==> config.mk <==
export PLATFORM = sky130hd
export DESIGN_NAME = multicycle_core_ctrl_flat
export DESIGN_NICKNAME = d
export VERILOG_FILES = /design/src/rtl/multicycle_core_ctrl_if.sv /design/src/rtl/multicycle_core_ctrl.sv /design/src/flat_wrapper.sv
export SDC_FILE = /design/constraint.sdc
export NUM_CORES = 1
export LEC_CHECK = 0
export BUFFER_PORTS_ARGS = -buffer_cell sky130_fd_sc_hd__buf_2
export CAP_MARGIN = 10
export CORE_MARGIN = 4
export CORE_UTILIZATION = 40
export CTS_CLUSTER_DIAMETER = 120
export DETAILED_ROUTE_END_ITERATION = 12
export GPL_TIMING_DRIVEN = 0
export MAX_ROUTING_LAYER = met4
export PLACE_DENSITY = 0.74
export RECOVER_POWER = 50
export SYNTH_ARGS = -nofsm -noshare
export SYNTH_HDL_FRONTEND = slang
export SYNTH_SLANG_ARGS = --single-unit
==> constraint.sdc <==
create_clock -name clk -period 3.9 [get_ports clk]
set_input_delay 0.39 -clock clk [delete_from_list [all_inputs] [get_ports clk]]
set_output_delay 0.39 -clock clk [all_outputs]
set_load 0.1 [all_outputs]
==> src/rtl/multicycle_core_ctrl_if.sv <==
// Bus bundle between the multicycle sequencer and the instruction/data
// memory ports (IFU/LSU side).
//
// Handshake rules for both request channels (imem_req_*, dmem_req_*):
//   A request transfers on a rising clock edge where valid and ready are both
//   high. Once valid is raised, it stays high and the request payload
//   (imem_req_addr, plus the EXU-driven dmem address/data/op) stays stable
//   until that edge. The memory may hold ready low for any number of cycles.
//   Responses (imem_rsp_*, dmem_rsp_*) are single-cycle strobes with no
//   back-pressure. *_rsp_err and imem_rsp_data mean something only while the
//   matching *_rsp_valid is high.
interface multicycle_core_ctrl_if #(
    parameter int XLEN = 32
);
    logic            imem_req_valid;
    logic            imem_req_ready;
    logic [XLEN-1:0] imem_req_addr;
    logic            imem_rsp_valid;
    logic [31:0]     imem_rsp_data;
    logic            imem_rsp_err;

    logic            dmem_req_valid;
    logic            dmem_req_ready;
    logic            dmem_rsp_valid;
    logic            dmem_rsp_err;

    // Core side: issues requests, consumes responses.
    modport master (
        output imem_req_valid,
        output imem_req_addr,
        input  imem_req_ready,
        input  imem_rsp_valid,
        input  imem_rsp_data,
        input  imem_rsp_err,
        output dmem_req_valid,
        input  dmem_req_ready,
        input  dmem_rsp_valid,
        input  dmem_rsp_err
    );

    // Memory side: accepts requests, produces responses.
    modport slave (
        input  imem_req_valid,
        input  imem_req_addr,
        output imem_req_ready,
        output imem_rsp_valid,
        output imem_rsp_data,
        output imem_rsp_err,
        input  dmem_req_valid,
        output dmem_req_ready,
        output dmem_rsp_valid,
        output dmem_rsp_err
    );
endinterface

==> src/rtl/multicycle_core_ctrl.sv <==
// Multi-cycle sequencer for the NPC core.
//
// Walks each instruction through FETCH -> IWAIT -> EXEC -> [MEM -> MWAIT] -> WB
// and owns the PC, the instruction register, the register-file write strobe,
// retire reporting and the halt/fault logic. The IDU/RF/EXU datapath stays
// combinational off inst/pc; this block only decides when things happen.
//
// All outputs are registered. A strobe that belongs to a state (imem_req_valid
// in FETCH, dmem_req_valid in MEM, rf_wen/retire_valid in WB) is set on the
// edge that enters the state and cleared on the edge that leaves it, so it is
// high for exactly the cycles spent in that state.
//
// Coming out of reset the FSM is in FETCH with imem_req_valid low; it spends
// one cycle raising the request before the first fetch can be accepted.
// Every later FETCH is entered from WB with the request already raised, so a
// zero-wait ALU instruction takes 4 cycles and a zero-wait load/store 6.
//
// Wait-state timer: cleared on every state change, counts cycles spent
// without progress in FETCH/IWAIT/MEM/MWAIT. A state may last at most TIMEOUT
// cycles; if the awaited event has not arrived by the last of them the core
// halts with code 3. An event arriving in that last cycle still wins.
// TO_W must satisfy 2**TO_W > TIMEOUT, TIMEOUT >= 1.
//
// state_dbg encoding: 0 FETCH, 1 IWAIT, 2 EXEC, 3 MEM, 4 MWAIT, 5 WB, 6 HALT.
// halt_code: 0 ebreak, 1 imem fault, 2 dmem fault, 3 timeout.
module multicycle_core_ctrl #(
    parameter int              XLEN     = 32,
    parameter logic [XLEN-1:0] RESET_PC = XLEN'(32'h8000_0000),
    parameter int              TIMEOUT  = 255,
    parameter int              TO_W     = 8
) (
    input  logic                 clk,
    input  logic                 rst,          // asynchronous, active low

    multicycle_core_ctrl_if.master bus,

    output logic [31:0]          inst,
    output logic [XLEN-1:0]      pc,
    input  logic [XLEN-1:0]      dnpc,
    input  logic                 is_load,
    input  logic                 is_store,
    input  logic                 reg_write,
    input  logic                 ebreak,

    output logic                 rf_wen,
    output logic                 retire_valid,
    output logic [XLEN-1:0]      retire_pc,
    output logic [XLEN-1:0]      retire_dnpc,
    output logic                 halted,
    output logic [1:0]           halt_code,

    output logic [2:0]           state_dbg
);

    typedef enum logic [2:0] {
        FETCH = 3'd0,
        IWAIT = 3'd1,
        EXEC  = 3'd2,
        MEM   = 3'd3,
        MWAIT = 3'd4,
        WB    = 3'd5,
        HALT  = 3'd6
    } state_e;

    localparam logic [1:0] HC_EBREAK  = 2'd0;
    localparam logic [1:0] HC_IMEM    = 2'd1;
    localparam logic [1:0] HC_DMEM    = 2'd2;
    localparam logic [1:0] HC_TIMEOUT = 2'd3;

    // Timer value in the last cycle a wait state is allowed to last.
    localparam logic [TO_W-1:0] TO_LAST = TO_W'(TIMEOUT - 1);

    state_e          state;
    logic [TO_W-1:0] timer;
    logic [XLEN-1:0] dnpc_q;
    logic            imem_req_valid_q;
    logic            dmem_req_valid_q;

    assign bus.imem_req_valid = imem_req_valid_q;
    assign bus.imem_req_addr  = pc;
    assign bus.dmem_req_valid = dmem_req_valid_q;
    assign state_dbg          = state;

    // Sequencer: state, architectural registers and all registered outputs.
    always_ff @(posedge clk or negedge rst) begin
        if (!rst) begin
            state            <= FETCH;
            timer            <= '0;
            pc               <= RESET_PC;
            inst             <= '0;
            dnpc_q           <= '0;
            imem_req_valid_q <= 1'b0;
            dmem_req_valid_q <= 1'b0;
            rf_wen           <= 1'b0;
            retire_valid     <= 1'b0;
            retire_pc        <= '0;
            retire_dnpc      <= '0;
            halted           <= 1'b0;
            halt_code        <= HC_EBREAK;
        end else begin
            // WB strobes are one-cycle pulses unless re-armed below.
            rf_wen       <= 1'b0;
            retire_valid <= 1'b0;

            case (state)
                FETCH: begin
                    if (!imem_req_valid_q) begin
                        // First fetch after reset: raise the request.
                        imem_req_valid_q <= 1'b1;
                    end else if (bus.imem_req_ready) begin
                        // Any response in this same cycle is ignored.
                        imem_req_valid_q <= 1'b0;
                        timer            <= '0;
                        state            <= IWAIT;
                    end else if (timer == TO_LAST) begin
                        imem_req_valid_q <= 1'b0;
                        timer            <= '0;
                        halted           <= 1'b1;
                        halt_code        <= HC_TIMEOUT;
                        state            <= HALT;
                    end else begin
                        timer <= timer + 1'b1;
                    end
                end

                IWAIT: begin
                    if (bus.imem_rsp_valid) begin
                        timer <= '0;
                        if (bus.imem_rsp_err) begin
                            halted    <= 1'b1;
                            halt_code <= HC_IMEM;
                            state     <= HALT;
                        end else begin
                            inst  <= bus.imem_rsp_data;
                            state <= EXEC;
                        end
                    end else if (timer == TO_LAST) begin
                        timer     <= '0;
                        halted    <= 1'b1;
                        halt_code <= HC_TIMEOUT;
                        state     <= HALT;
                    end else begin
                        timer <= timer + 1'b1;
                    end
                end

                EXEC: begin
                    dnpc_q <= dnpc;
                    timer  <= '0;
                    if (ebreak) begin
                        // No retire for ebreak; pc stays on the ebreak.
                        halted    <= 1'b1;
                        halt_code <= HC_EBREAK;
                        state     <= HALT;
                    end else if (is_load || is_store) begin
                        dmem_req_valid_q <= 1'b1;
                        state            <= MEM;
                    end else begin
                        rf_wen       <= reg_write && !is_store;
                        retire_valid <= 1'b1;
                        retire_pc    <= pc;
                        retire_dnpc  <= dnpc;
                        state        <= WB;
                    end
                end

                MEM: begin
                    if (bus.dmem_req_ready) begin
                        dmem_req_valid_q <= 1'b0;
                        timer            <= '0;
                        state            <= MWAIT;
                    end else if (timer == TO_LAST) begin
                        dmem_req_valid_q <= 1'b0;
                        timer            <= '0;
                        halted           <= 1'b1;
                        halt_code        <= HC_TIMEOUT;
                        state            <= HALT;
                    end else begin
                        timer <= timer + 1'b1;
                    end
                end

                MWAIT: begin
                    if (bus.dmem_rsp_valid) begin
                        timer <= '0;
                        if (bus.dmem_rsp_err) begin
                            halted    <= 1'b1;
                            halt_code <= HC_DMEM;
                            state     <= HALT;
                        end else begin
                            rf_wen       <= reg_write && !is_store;
                            retire_valid <= 1'b1;
                            retire_pc    <= pc;
                            retire_dnpc  <= dnpc_q;
                            state        <= WB;
                        end
                    end else if (timer == TO_LAST) begin
                        timer     <= '0;
                        halted    <= 1'b1;
                        halt_code <= HC_TIMEOUT;
                        state     <= HALT;
                    end else begin
                        timer <= timer + 1'b1;
                    end
                end

                WB: begin
                    // Raise the next fetch on the way out so FETCH costs one cycle.
                    pc               <= dnpc_q;
                    imem_req_valid_q <= 1'b1;
                    timer            <= '0;
                    state            <= FETCH;
                end

                HALT: begin
                    // Absorbing: only reset leaves this state.
                    imem_req_valid_q <= 1'b0;
                    dmem_req_valid_q <= 1'b0;
                    halted           <= 1'b1;
                end

                default: begin
                    imem_req_valid_q <= 1'b0;
                    dmem_req_valid_q <= 1'b0;
                    timer            <= '0;
                    halted           <= 1'b1;
                    halt_code        <= HC_TIMEOUT;
                    state            <= HALT;
                end
            endcase
        end
    end

endmodule

==> src/flat_wrapper.sv <==
// flat-port wrapper written by rule: the top's interface ports become plain ports
module multicycle_core_ctrl_flat 
#(
    parameter int              XLEN     = 32,
    parameter logic [XLEN-1:0] RESET_PC = XLEN'(32'h8000_0000),
    parameter int              TIMEOUT  = 255,
    parameter int              TO_W     = 8
)
  (clk, rst, inst, pc, dnpc, is_load, is_store, reg_write, ebreak, rf_wen, retire_valid, retire_pc, retire_dnpc, halted, halt_code, state_dbg, bus_imem_req_valid, bus_imem_req_addr, bus_imem_req_ready, bus_imem_rsp_valid, bus_imem_rsp_data, bus_imem_rsp_err, bus_dmem_req_valid, bus_dmem_req_ready, bus_dmem_rsp_valid, bus_dmem_rsp_err);
  multicycle_core_ctrl_if #(.XLEN(XLEN)) bus_i ();
  input  logic clk;
  input  logic rst;
  output logic [31:0] inst;
  output logic [XLEN-1:0] pc;
  input  logic [XLEN-1:0] dnpc;
  input  logic is_load;
  input  logic is_store;
  input  logic reg_write;
  input  logic ebreak;
  output logic rf_wen;
  output logic retire_valid;
  output logic [XLEN-1:0] retire_pc;
  output logic [XLEN-1:0] retire_dnpc;
  output logic halted;
  output logic [1:0] halt_code;
  output logic [2:0] state_dbg;
  output wire logic [$bits(bus_i.imem_req_valid)-1:0] bus_imem_req_valid;
  output wire logic [$bits(bus_i.imem_req_addr)-1:0] bus_imem_req_addr;
  input wire logic [$bits(bus_i.imem_req_ready)-1:0] bus_imem_req_ready;
  input wire logic [$bits(bus_i.imem_rsp_valid)-1:0] bus_imem_rsp_valid;
  input wire logic [$bits(bus_i.imem_rsp_data)-1:0] bus_imem_rsp_data;
  input wire logic [$bits(bus_i.imem_rsp_err)-1:0] bus_imem_rsp_err;
  output wire logic [$bits(bus_i.dmem_req_valid)-1:0] bus_dmem_req_valid;
  input wire logic [$bits(bus_i.dmem_req_ready)-1:0] bus_dmem_req_ready;
  input wire logic [$bits(bus_i.dmem_rsp_valid)-1:0] bus_dmem_rsp_valid;
  input wire logic [$bits(bus_i.dmem_rsp_err)-1:0] bus_dmem_rsp_err;
  assign bus_imem_req_valid = bus_i.imem_req_valid;
  assign bus_imem_req_addr = bus_i.imem_req_addr;
  assign bus_i.imem_req_ready = bus_imem_req_ready;
  assign bus_i.imem_rsp_valid = bus_imem_rsp_valid;
  assign bus_i.imem_rsp_data = bus_imem_rsp_data;
  assign bus_i.imem_rsp_err = bus_imem_rsp_err;
  assign bus_dmem_req_valid = bus_i.dmem_req_valid;
  assign bus_i.dmem_req_ready = bus_dmem_req_ready;
  assign bus_i.dmem_rsp_valid = bus_dmem_rsp_valid;
  assign bus_i.dmem_rsp_err = bus_dmem_rsp_err;
  multicycle_core_ctrl #(.XLEN(XLEN), .RESET_PC(RESET_PC), .TIMEOUT(TIMEOUT), .TO_W(TO_W)) u_core (.clk(clk), .rst(rst), .bus(bus_i), .inst(inst), .pc(pc), .dnpc(dnpc), .is_load(is_load), .is_store(is_store), .reg_write(reg_write), .ebreak(ebreak), .rf_wen(rf_wen), .retire_valid(retire_valid), .retire_pc(retire_pc), .retire_dnpc(retire_dnpc), .halted(halted), .halt_code(halt_code), .state_dbg(state_dbg));
endmodule
==> Word level (Yosys, flattened, before mapping) <==
Cells that the tools add are included.
{ "totals": {"inputBits": 76, "reg_bits": 178, "wordCells": 119, "output_inout_bits": 170} }
{ "classes": {"n_reduce_logical": 14, "n_bitwise": 5, "n_mux": 67, "n_eq_ne": 19, "add_sub_neg": 1} }
{ "ops": {"columns": ["op", "n"], "rows": [
  ["32-bit 2-to-1 mux", 8],
  ["32-bit one-hot mux with 2 select lines", 2],
  ["8-bit 2-to-1 mux", 6],
  ["8-bit one-hot mux with 5 select lines", 1],
  ["3-bit 2-to-1 mux", 9],
  ["1-bit 2-to-1 mux", 24],
  ["3-bit one-hot mux with 7 select lines", 1],
  ["2-bit 2-to-1 mux", 10],
  ["2-bit != test (second input constant)", 7],
  ["7-bit AND reduction", 2],
  ["2-bit one-hot mux with 6 select lines", 1],
  ["3-bit == test (second input constant)", 3],
  ["8-bit by 1-bit adder with 8-bit output (second input constant)", 1],
  ["8-bit == test (second input constant)", 1],
  ["4-bit OR reduction", 2],
  ["3-bit by 2-bit == test with 1-bit output (second input constant)", 2],
  ["3-bit != test (second input constant)", 2],
  ["1-bit one-hot mux with 3 select lines", 2],
  ["1-bit one-hot mux with 6 select lines", 1],
  ["1-bit NOT", 5],
  ["5-bit AND reduction", 1],
  ["2-bit by 1-bit != test with 1-bit output (second input constant)", 2],
  ["1-bit one-hot mux with 2 select lines", 2],
  ["4-bit AND reduction", 1],
  ["10 further kinds", 10]
]} }

==> Longest topological paths before layout <==
Gate-level depths: netlist (run 1).
{ "logic_depth": {"depth_word": 5, "depth_mapped": 8, "mapped_depth_nobuf": 7} }

==> Worst setup path before layout (run 1) <==
Ideal clock, no wire load.
{ "synth_path": {"path_type": "register to register", "startpoint": "register u_core.state[2] (netlist: u_core.state_dbg[2])", "endpoint": "register u_core.retire_pc[0]", "synth_period_minus_slack_ns": 2.441, "t_required_ns": 3.774, "setup_time_ns": 0.126, "n_path_buf": 3, "arrival_ns": 2.315, "path_stages_with_launch": 8, "slack_ns": 1.459, "path_cell_list": "dfrtp_1 buf_4 nand2_1 nor4_2 a21o_1 buf_2 buf_4 mux2_2"} }
{ "synth_via": {"elab_chain_cells": 3, "word_cells_on_any_way": 9, "classes_between": "eq/ne: 6; mux: 1; reduce/logical: 2"} }
{ "synth_rtl": {"columns": ["element", "line_no", "text"], "rows": [
  ["start, declared", "multicycle_core_ctrl.sv:73", "state_e state;"],
  ["start signal, assigned", "multicycle_core_ctrl.sv:87", "state <= FETCH;"],
  ["start signal, assigned", "multicycle_core_ctrl.sv:114", "state <= IWAIT;"],
  ["start signal, assigned", "multicycle_core_ctrl.sv:120", "state <= HALT;"],
  ["3-bit by 2-bit == test with 1-bit output or 3-bit == test (tied branches)", "multicycle_core_ctrl.sv:105", "case (state)"],
  ["2-bit != test (no source line) or 2-bit nonzero test (tied branches)", null, null],
  ["5-bit AND reduction (no source line)", null, null],
  ["end signal, assigned", "multicycle_core_ctrl.sv:161", "retire_pc <= pc;"],
  ["end signal, assigned", "multicycle_core_ctrl.sv:193", "retire_pc <= pc;"],
  ["end, declared", "multicycle_core_ctrl.sv:47", "output logic [XLEN-1:0] retire_pc,"]
]} }
Parallel ways exist; a longest one is shown, timed or not.
A chain may end at the register's enable or synchronous reset.

==> Final worst setup path (run 1) <==
{ "layout_path": {"startpoint": "register u_core.state[2] (netlist: u_core.state_dbg[2])", "endpoint": "register u_core.retire_dnpc[21]"} }
{ "layout_via": {"elab_chain_cells": 3, "word_cells_on_any_way": 9, "classes_between": "eq/ne: 6; mux: 1; reduce/logical: 2"} }
{ "layout_rtl": {"columns": ["element", "line_no", "text"], "rows": [
  ["3-bit by 2-bit == test with 1-bit output or 3-bit == test (tied branches)", "multicycle_core_ctrl.sv:105", null],
  ["2-bit != test (no source line) or 2-bit nonzero test (tied branches)", null, null],
  ["5-bit AND reduction (no source line)", null, null],
  ["end signal, assigned", "multicycle_core_ctrl.sv:162", "retire_dnpc <= dnpc;"],
  ["end signal, assigned", "multicycle_core_ctrl.sv:194", "retire_dnpc <= dnpc_q;"],
  ["end, declared", "multicycle_core_ctrl.sv:48", "output logic [XLEN-1:0] retire_dnpc,"]
]} }
Parallel ways exist; a longest one is shown, timed or not.

==> flow_metrics.env, run 1 <==
export IMPL_outcome="complete, but fails checks"
export IMPL_violations="max-capacitance violations, max-slew violations"
export IMPL_synth_area_um2=7730
export IMPL_holdPathStages=2
export IMPL_clock_fmax_ghz=0.422
export IMPL_cts_sinks=178
export IMPL_viasPerCell=4.90
export IMPL_die_area_um2=21600
export IMPL_fin_cells=1134
export IMPL_rsz0062_at_grt="false"
export IMPL_grt_ovfl_total=0
export IMPL_rrSetupSlack_ns=1.53
export IMPL_max_cap_viol_count=1
export IMPL_synth_cells=595
export IMPL_drt_pass1_iterations=4
export IMPL_dpl_cell_count=1101
export IMPL_path_buf_inv=4
export IMPL_grt_pass1_wl_mm=31.0
export IMPL_cts_hold_fix_buffers=0
export IMPL_wl_per_cell_um=16.9
export IMPL_worstSetupStartpointType="register"
export IMPL_crit_type="register to register"
export IMPL_grt_max_degree=99
export IMPL_path_max_fanout=10
export IMPL_cts_setup_buffers=0
export IMPL_finClkSkew_ns=0.00791
export IMPL_die_y_um=147
export IMPL_antenna_found_initial=1
export IMPL_cts_tree="yes"
export IMPL_slew_headroom_pct=-62.6
export IMPL_ioPinCount=246
export IMPL_synthArstFlopShare_pct=100
export IMPL_cp_cell_sequence="buf_4, nor3b_2, a21o_1, buf_2, buf_4, buf_2, a21oi_1"
export IMPL_hp_class="primary input to register"
export IMPL_wl_mm=19.1
export IMPL_syn_mean_instance_area_um2=13.0
export IMPL_track_usage_pct=18.3
export IMPL_tightest_slew_ns=2.44
export IMPL_drt_iter0_markers=238
export IMPL_syn_nets=673
export IMPL_final_period_utilization_pct=60.7
export IMPL_hold_viol_final=0
export IMPL_setup_worst_path_start="u_core.state_dbg[2]$_DFFE_PN0P_"
export IMPL_initial_core_util_pct=41.1
export IMPL_r2r_cells=7
export IMPL_drive_gt1_share_pct=44.9
export IMPL_hpwl_mm=13.8
export IMPL_synthDistinctLibCells=47
export IMPL_synthFlopType="dfrtp_1"
export IMPL_core_region_area_um2=18800
export IMPL_arrival_ns=2.66
export IMPL_fin_crit_ns=2.37
export IMPL_cts_root_buf="clkbuf_16"
export IMPL_rows=50
export IMPL_layout_nets=938
export IMPL_path_clk_slew_ns=0.07
export IMPL_ys_seq_elements=178
export IMPL_synth_edf_count=0
export IMPL_drv_slew=98
export IMPL_drc_errors=0
export IMPL_detail_route_antenna_nets=0
export IMPL_grt_pass1_vias=5833
export IMPL_ctsResizeCount=0
export IMPL_htree_levels=4
export IMPL_cts_buffer_depth=2
export IMPL_insertion_delay_ns=0.42
export IMPL_cts_buffers=17
export IMPL_r2r_start="u_core.state_dbg[2]$_DFFE_PN0P_"
export IMPL_vias=5557
export IMPL_routabilityCongestion=0.935
export IMPL_crit_path_end_kind="register"
export IMPL_synth_seq_area_share_pct=57.6
export IMPL_setup_viol=0
export IMPL_syn_to_final_growth_pct=26.8
export IMPL_reg2reg_to="u_core.retire_dnpc[21]$_DFFE_PN0P_"
export IMPL_numPortBuffers=245
export IMPL_cp_depth=7
export IMPL_crit_path_end="u_core.retire_dnpc[21]$_DFFE_PN0P_"
export IMPL_final_common_cell="buf_2"
export IMPL_cp_top_family="buffers and inverters"
export IMPL_max_stage_delay_ns=0.62
export IMPL_cp_slowest_cell="nor3b_2"
export IMPL_ys_warn_count=0
export IMPL_die_w_um=147
export IMPL_crit_required_ns=4.19
export IMPL_layout_common_cells="buf_2 (181), dfrtp_1 (177), mux2_2 (122), clkbuf_1 (85), nor2_1 (53)"
[cells in the mapped netlist (all sizes together) (2+ instances only)]
master	number	share of area [%]
xor2	3	0.34
inv	5	0.24
a2111oi	2	0.24
mux2i	32	4.1
nand3	6	0.39
nand2	11	0.53
o31ai	3	0.29
a221oi	2	0.23
nor4	2	0.32
nor2	53	2.6
ha	2	0.32
nor2b	4	0.32
a21oi	43	2.9
a31oi	5	0.40
o21ai	12	0.78
nand4	2	0.16
xnor2	3	0.34
mux2	128	19
nor3b	2	0.26
nor3	10	0.71
nand2b	3	0.24
buf	65	5.6
or3	4	0.39
a211oi	2	0.19
dfrtp	177	57
[state kept, by name (all words and copies together), names as in the netlist]
signal / cells
u_core.halted: 1
u_core.retire_dnpc: 32
u_core.dnpc_q: 32
u_core.inst: 32
u_core.bus.imem_req_addr: 32
u_core.retire_valid: 1
u_core.retire_pc: 32
u_core.bus.dmem_req_valid: 1
u_core.timer: 8
u_core.halt_code: 2
u_core.bus.imem_req_valid: 1
u_core.rf_wen: 1
u_core.state_dbg: 3
[worst min-delay path by stage]
stage | slack, ns | end | startpoint
2_1_floorplan | 0.09 | u_core.bus.dmem_req_valid$_DFFE_PN0P_ | rst
3_3_place_gp | 0.46 | u_core.retire_pc[12]$_DFFE_PN0P_ | u_core.retire_pc[12]$_DFFE_PN0P_
3_5_place_dp | 0.47 | u_core.retire_pc[14]$_DFFE_PN0P_ | u_core.retire_pc[14]$_DFFE_PN0P_
4_1_cts | 0.02 | u_core.inst[5]$_DFFE_PN0P_ | rst
5_1_grt | 0.17 | u_core.inst[25]$_DFFE_PN0P_ | bus_imem_rsp_data[25]
6_report | 0.20 | u_core.inst[5]$_DFFE_PN0P_ | bus_imem_rsp_data[5]
[logic make-up (layout without fill, tap and decap cells)]
group           count (synthesis)  count (layout)  synth area share (%)
compound gates                 76              76                  5.83
xor+xnor                        6               6                 0.680
fa+ha+maj                       2               2                 0.324
buf+inv                        70             348                  5.89
flops                         178             178                  57.6
mux                           160             160                  22.8
other cells                     0               1                     0
simple gates                  103             103                  6.86
[cell type report]
class	count	area [um2]
Multi-Input combinational cell	347	2820
Sequential cell	178	4460
Inverter	5	18.8
Antenna cell	1	2.50
Fill cell	1702	9030
Timing Repair Buffer	246	1150
Tap cell	260	325
Clock buffer	19	453
Clock inverter	13	140
Buffer	65	437
[layer usage]
| layer | track usage (%) | vias up | routed length, um |
|---|---|---|---|
| met5 | - | - | 0 |
| met4 | 4.01 | 0 | 136 |
| met3 | 4.29 | 11 | 1290 |
| met2 | 29.3 | 215 | 9220 |
| met1 | 24.0 | 2721 | 8490 |
| li1 | - | 2610 | - |
[stage by stage]
stage          area (um2)  util [%]  hold slack [ns]  TNS, ns  setup WS (ns)
2_1_floorplan        7730         -           0.0944        0           1.46
3_3_place_gp         9280      49.3            0.463   -78.35         -0.458
3_5_place_dp         9320      49.5            0.471        0           1.49
4_1_cts              9910      52.6           0.0214        0           1.43
5_1_grt              9800      52.0            0.175        0           1.21
6_report             9800      52.0            0.200        0           1.53
[worst reg2reg max path, stage by stage, from the launching register on]
cell	delay [ns]
dfrtp_1	0.39
buf_4	0.18
nor3b_2	0.62
a21o_1	0.20
buf_2	0.22
buf_4	0.23
buf_2	0.28
a21oi_1	0.11
Power of run 1 is not shown: default switching activity piles up to over one toggle a cycle in this logic, so the estimate is an artifact.
==> run 2, diff against run 1 <==
Clock period 3.9 ns to 2.5 ns, I/O delays scaled along.
==> run 2 against run 1 <==
The run now ends clean. Count of clock-buffer cells in the layout stayed put. Global-route usage hardly changed. Final area hardly changed. Critical path type unchanged.
==> flow_metrics.env, run 2 (synthesis results as in run 1) <==
export IMPL_grt_pass1_wl_mm=31.0
export IMPL_final_period_utilization_pct=88.1
export IMPL_die_w_um=147
export IMPL_hpwl_mm=13.8
export IMPL_r2r_start="u_core.state_dbg[2]$_DFFE_PN0P_"
export IMPL_r2r_cells=8
export IMPL_fin_crit_ns=2.20
export IMPL_hp_class="primary input to register"
export IMPL_drt_iter0_markers=217
export IMPL_rrSetupSlack_ns=0.30
export IMPL_track_usage_pct=18.3
export IMPL_insertion_delay_ns=0.42
export IMPL_drc_errors=0
export IMPL_hold_start="bus_imem_rsp_data[5]"
export IMPL_numPortBuffers=245
export IMPL_crit_path_end_kind="register"
export IMPL_cts_root_buf="clkbuf_16"
export IMPL_cts_tree="yes"
export IMPL_setup_viol=0
export IMPL_outcome="complete, no violations"
export IMPL_drive_gt1_share_pct=44.9
export IMPL_arrival_ns=2.49
export IMPL_clock_fmax_ghz=0.454
export IMPL_crit_required_ns=2.79
export IMPL_fin_area_um2=9800
export IMPL_vias=5576
export IMPL_slew_headroom_pct=11.6
export IMPL_drv_slew=0
export IMPL_tns_ns=0
export IMPL_tightest_slew_ns=1.33
export IMPL_placed_cell_area_um2=9320
export IMPL_fin_cells=1135
export IMPL_grt_max_degree=99
export IMPL_dpl_cell_count=1101
export IMPL_rows=50
export IMPL_min_to="u_core.inst[5]$_DFFE_PN0P_"
export IMPL_die_y_um=147
export IMPL_antenna_found_initial=1
export IMPL_path_max_fanout=10
export IMPL_cts_sinks=178
export IMPL_layout_nets=939
export IMPL_viasPerCell=4.91
export IMPL_ioPinCount=246
export IMPL_finClkSkew_ns=0.00963
export IMPL_die_area_um2=21600
export IMPL_syn_to_final_growth_pct=26.8
export IMPL_drt_pass1_iterations=5
export IMPL_holdPathStages=2
export IMPL_htree_levels=4
export IMPL_worstSetupStartpointType="register"
export IMPL_path_clk_slew_ns=0.07
export IMPL_hold_viol_final=0
export IMPL_wl_mm=19.2
export IMPL_nFillCells=1702
export IMPL_layout_common_cells="buf_2 (181), dfrtp_1 (177), mux2_2 (122), clkbuf_1 (85), nor2_1 (53)"
export IMPL_grt_pass1_vias=5842
export IMPL_cts_setup_buffers=0
export IMPL_initial_core_util_pct=41.1
export IMPL_crit_type="register to register"
export IMPL_reg2reg_to="u_core.retire_dnpc[21]$_DFFE_PN0P_"
export IMPL_grt_ovfl_total=0
export IMPL_routabilityCongestion=0.935
export IMPL_core_region_area_um2=18800
export IMPL_wl_per_cell_um=16.9
export IMPL_detail_route_antenna_nets=0
export IMPL_max_cap_viol_count=0
export IMPL_cts_buffers=17
export IMPL_cts_buffer_depth=2
export IMPL_final_common_cell="buf_2"
export IMPL_rsz0062_at_grt="false"
[run 2: cell types whose count changed in the layout (fill, tap and decap cells not counted)]
cell | previous run | this run
dlygate4sd3_1 | 0 | 1
buf_6 | 1 | 2
buf_16 | 1 | 0
clkbuf_4 | 0 | 1
nor3b_4 | 0 | 1
nor3b_2 | 1 | 0
clkbuf_2 | 1 | 0
[run 2: metal layers]
layer / share of wire (%) / track usage (%)
met2: 48 / 29.3
met3: 6.8 / 4.29
met1: 44 / 24.1
met4: 0.75 / 4.01
met5: 0 / -
[run 2: worst max-delay path: stages, from the launching register on]
cell and delay (ns):
dfrtp_1 0.36, buf_4 0.19, nand2_1 0.16, nor4_2 0.38, a21o_1 0.14, buf_2 0.22, buf_4 0.23, buf_2 0.28
a21oi_1 0.11
[run 2: timing repair]
| action | CTS | global route |
|---|---|---|
| endpoints found under the setup margin | 0 | 2 |
| resized for setup | 0 | 1 |
| hold buffers | 1 | 0 |
| endpoints found under the hold margin | 97 | 0 |
[run 2: area by class of cell]
cell class | instances | area, um2 | share of cell area (%)
sequential | 178 | 4460 | 45.5
timing repair buffer | 247 | 1140 | 11.7
multi-input combinational | 347 | 2830 | 28.8
tap | 260 | 325 | 3.32
clock inverter | 13 | 140 | 1.43
buffer | 65 | 437 | 4.45
antenna | 1 | 2.50 | 0.0255
clock buffer | 19 | 453 | 4.62
inverter | 5 | 18.8 | 0.191
[run 2: worst max-delay path by stage]
stage / start / to / slack, ns
after floorplan: u_core.state_dbg[2]$_DFFE_PN0P_ / u_core.retire_pc[0]$_DFFE_PN0P_ / 0.06
after global placement: rst / u_core.dnpc_q[19]$_DFFE_PN0P_ / -1.72
after detailed placement: u_core.state_dbg[2]$_DFFE_PN0P_ / u_core.retire_dnpc[21]$_DFFE_PN0P_ / 0.09
after CTS: u_core.state_dbg[2]$_DFFE_PN0P_ / u_core.retire_dnpc[21]$_DFFE_PN0P_ / 0.03
after global routing: rst / u_core.bus.imem_req_addr[17]$_DFFE_PN0P_ / 0.10
final: u_core.state_dbg[2]$_DFFE_PN0P_ / u_core.retire_dnpc[21]$_DFFE_PN0P_ / 0.30
[run 2: stage by stage]
| stage | utilization (%) | hold slack, ns | worst slack (ns) |
|---|---|---|---|
| 2_1_floorplan | - | -0.0456 | 0.0590 |
| 3_3_place_gp | 49.3 | 0.463 | -1.72 |
| 3_5_place_dp | 49.5 | 0.336 | 0.0879 |
| 4_1_cts | 52.7 | 0.0389 | 0.0314 |
| 5_1_grt | 52.1 | 0.0346 | 0.102 |
| 6_report | 52.1 | 0.0579 | 0.299 |
Power of run 2 is left out for the same reason.
==> run 3, diff against run 2 <==
Settings changed: PLACE_DENSITY 0.74 to 0.65.
==> run 3 against run 2 <==
Wire length fell by 1.9%. Final area is 0.24% higher. Worst setup slack lost 0.010 ns. Register-to-register slack hardly changed. Non-clock buffer count unchanged. Fmax fell by 0.46%. Critical path depth fell by 1. Count of clock-buffer cells in the layout decreased by 2. Final cell count shrank 0.18%. Global-route usage decreased by 0.25 points. Sequential share of layout area down 0.11 points. Core utilization grew 0.13 points. Critical endpoint is now u_core.retire_dnpc[28]$_DFFE_PN0P_. Highest routed layer unchanged.
==> flow_metrics.env, run 3 (synthesis results as in run 1) <==
export IMPL_outcome="complete, no violations"
export IMPL_vias=5483
export IMPL_wl_mm=18.8
export IMPL_met2_usage_pct=28.0
export IMPL_crit_required_ns=2.78
export IMPL_numPortBuffers=245
export IMPL_clock_fmax_ghz=0.452
export IMPL_grt_max_degree=92
export IMPL_rsz0062_at_grt="false"
export IMPL_setup_viol=0
export IMPL_cp_cell_sequence="buf_4, nor3b_2, a21o_1, buf_2, buf_4, buf_2, a21oi_1"
export IMPL_drt_iter0_markers=233
export IMPL_initial_core_util_pct=41.1
export IMPL_rows=50
export IMPL_die_w_um=147
export IMPL_grt_ovfl_total=0
export IMPL_cts_setup_buffers=0
export IMPL_path_clk_slew_ns=0.07
export IMPL_cts_tree="yes"
export IMPL_htree_levels=4
export IMPL_drive_gt1_share_pct=44.7
export IMPL_detail_route_antenna_nets=0
export IMPL_fin_crit_ns=2.21
export IMPL_drv_slew=0
export IMPL_cp_top_family="buffers and inverters"
export IMPL_ctsResizeCount=0
export IMPL_crit_type="register to register"
export IMPL_finClkSkew_ns=0.0116
export IMPL_setup_slack_ns=0.289
export IMPL_hp_class="primary input to register"
export IMPL_cts_root_buf="clkbuf_16"
export IMPL_cts_buffer_depth=2
export IMPL_insertion_delay_ns=0.42
export IMPL_cp_slowest_cell="nor3b_2"
export IMPL_track_usage_pct=18.1
export IMPL_grt_pass1_wl_mm=30.4
export IMPL_viasPerCell=4.84
export IMPL_final_common_cell="buf_2"
export IMPL_crit_path_end_kind="register"
export IMPL_layout_common_cells="buf_2 (181), dfrtp_1 (177), mux2_2 (122), clkbuf_1 (85), nor2_1 (53)"
export IMPL_routabilityCongestion=0.869
export IMPL_tightest_slew_ns=1.27
export IMPL_wl_per_cell_um=16.6
export IMPL_grt_pass1_vias=5652
export IMPL_cts_sinks=178
export IMPL_max_cap_viol_count=0
export IMPL_nFillCells=1703
export IMPL_core_region_area_um2=18800
export IMPL_ioPinCount=246
export IMPL_syn_to_final_growth_pct=27.1
export IMPL_final_period_utilization_pct=88.5
export IMPL_layout_nets=939
export IMPL_die_y_um=147
export IMPL_hpwl_mm=13.5
export IMPL_drc_errors=0
export IMPL_slew_headroom_pct=15.9
export IMPL_grt_use_met3_pct=4.78
export IMPL_multi_input_area_um2=2820
export IMPL_hold_viol_final=0
export IMPL_cts_buffers=17
export IMPL_path_max_fanout=10
export IMPL_max_stage_delay_ns=0.50
export IMPL_die_area_um2=21600
export IMPL_worstSetupStartpointType="register"
export IMPL_arrival_ns=2.50
export IMPL_whs_ns=0.0556
export IMPL_place_worst_setup_slack_ns=0.235
export IMPL_grt_util_met1_pct=24.4
export IMPL_path_buf_inv=4
export IMPL_seq_area_um2=4460
export IMPL_antenna_found_initial=1
export IMPL_drt_pass1_iterations=8
export IMPL_top_usage_layer="met2"
==> run 3: cell types whose count changed in the layout (fill, tap and decap cells not counted), moves of 2 or more <==
cell and delta:
bufinv_16 +3, clkbuf_8 -2, clkinvlp_4 -2, inv_8 -2
==> run 3: what timing repair did <==
action,in CTS,in global routing
endpoints found under the setup margin,0,0
hold buffers,1,0
hold endpoints to repair,89,0
==> run 3: per-layer routing <==
metal,wire (um),part of all wire [%],up-vias
met5,0,0,-
met4,74,0.39,0
met3,1210,6.4,8
met2,8760,47,201
met1,8780,47,2675
li1,-,-,2599
==> run 3: final timing paths <==
path,slack (ns),startpoint,cells past startpoint,to
max in group asynchronous,0.45,rst,3,u_core.bus.dmem_req_valid$_DFFE_PN0P_
hold reg to reg,0.49,u_core.retire_pc[12]$_DFFE_PN0P_,1,u_core.retire_pc[12]$_DFFE_PN0P_
setup reg to reg,0.29,u_core.state_dbg[2]$_DFFE_PN0P_,7,u_core.retire_dnpc[28]$_DFFE_PN0P_
setup / recovery,0.29,u_core.state_dbg[2]$_DFFE_PN0P_,7,u_core.retire_dnpc[28]$_DFFE_PN0P_
hold / removal,0.06,bus_imem_rsp_data[2],2,u_core.inst[2]$_DFFE_PN0P_
min in group asynchronous,0.63,rst,2,u_core.retire_pc[20]$_DFFE_PN0P_
==> run 3: cell type report <==
cell class	instances	area share (%)
plain buffers	65	4.44
clock inverters	13	2.01
multi-input cells	347	28.7
clock buffers	17	4.33
diodes	1	0.0255
inverters	5	0.191
flip-flops and latches	178	45.3
well taps	260	3.31
repair buffers	247	11.6
==> run 3: metrics by stage <==
stage	TNS, ns	utilization [%]	cell area, um2	cells
finish	0	52.2	9830	1133
CTS	0	52.9	9950	1132
global route	0	52.2	9830	1133
floorplan	0	-	7730	595
global placement	-314.14	49.3	9280	1100
detailed placement	0	49.5	9320	1101
Power of run 3 is left out for the same reason.
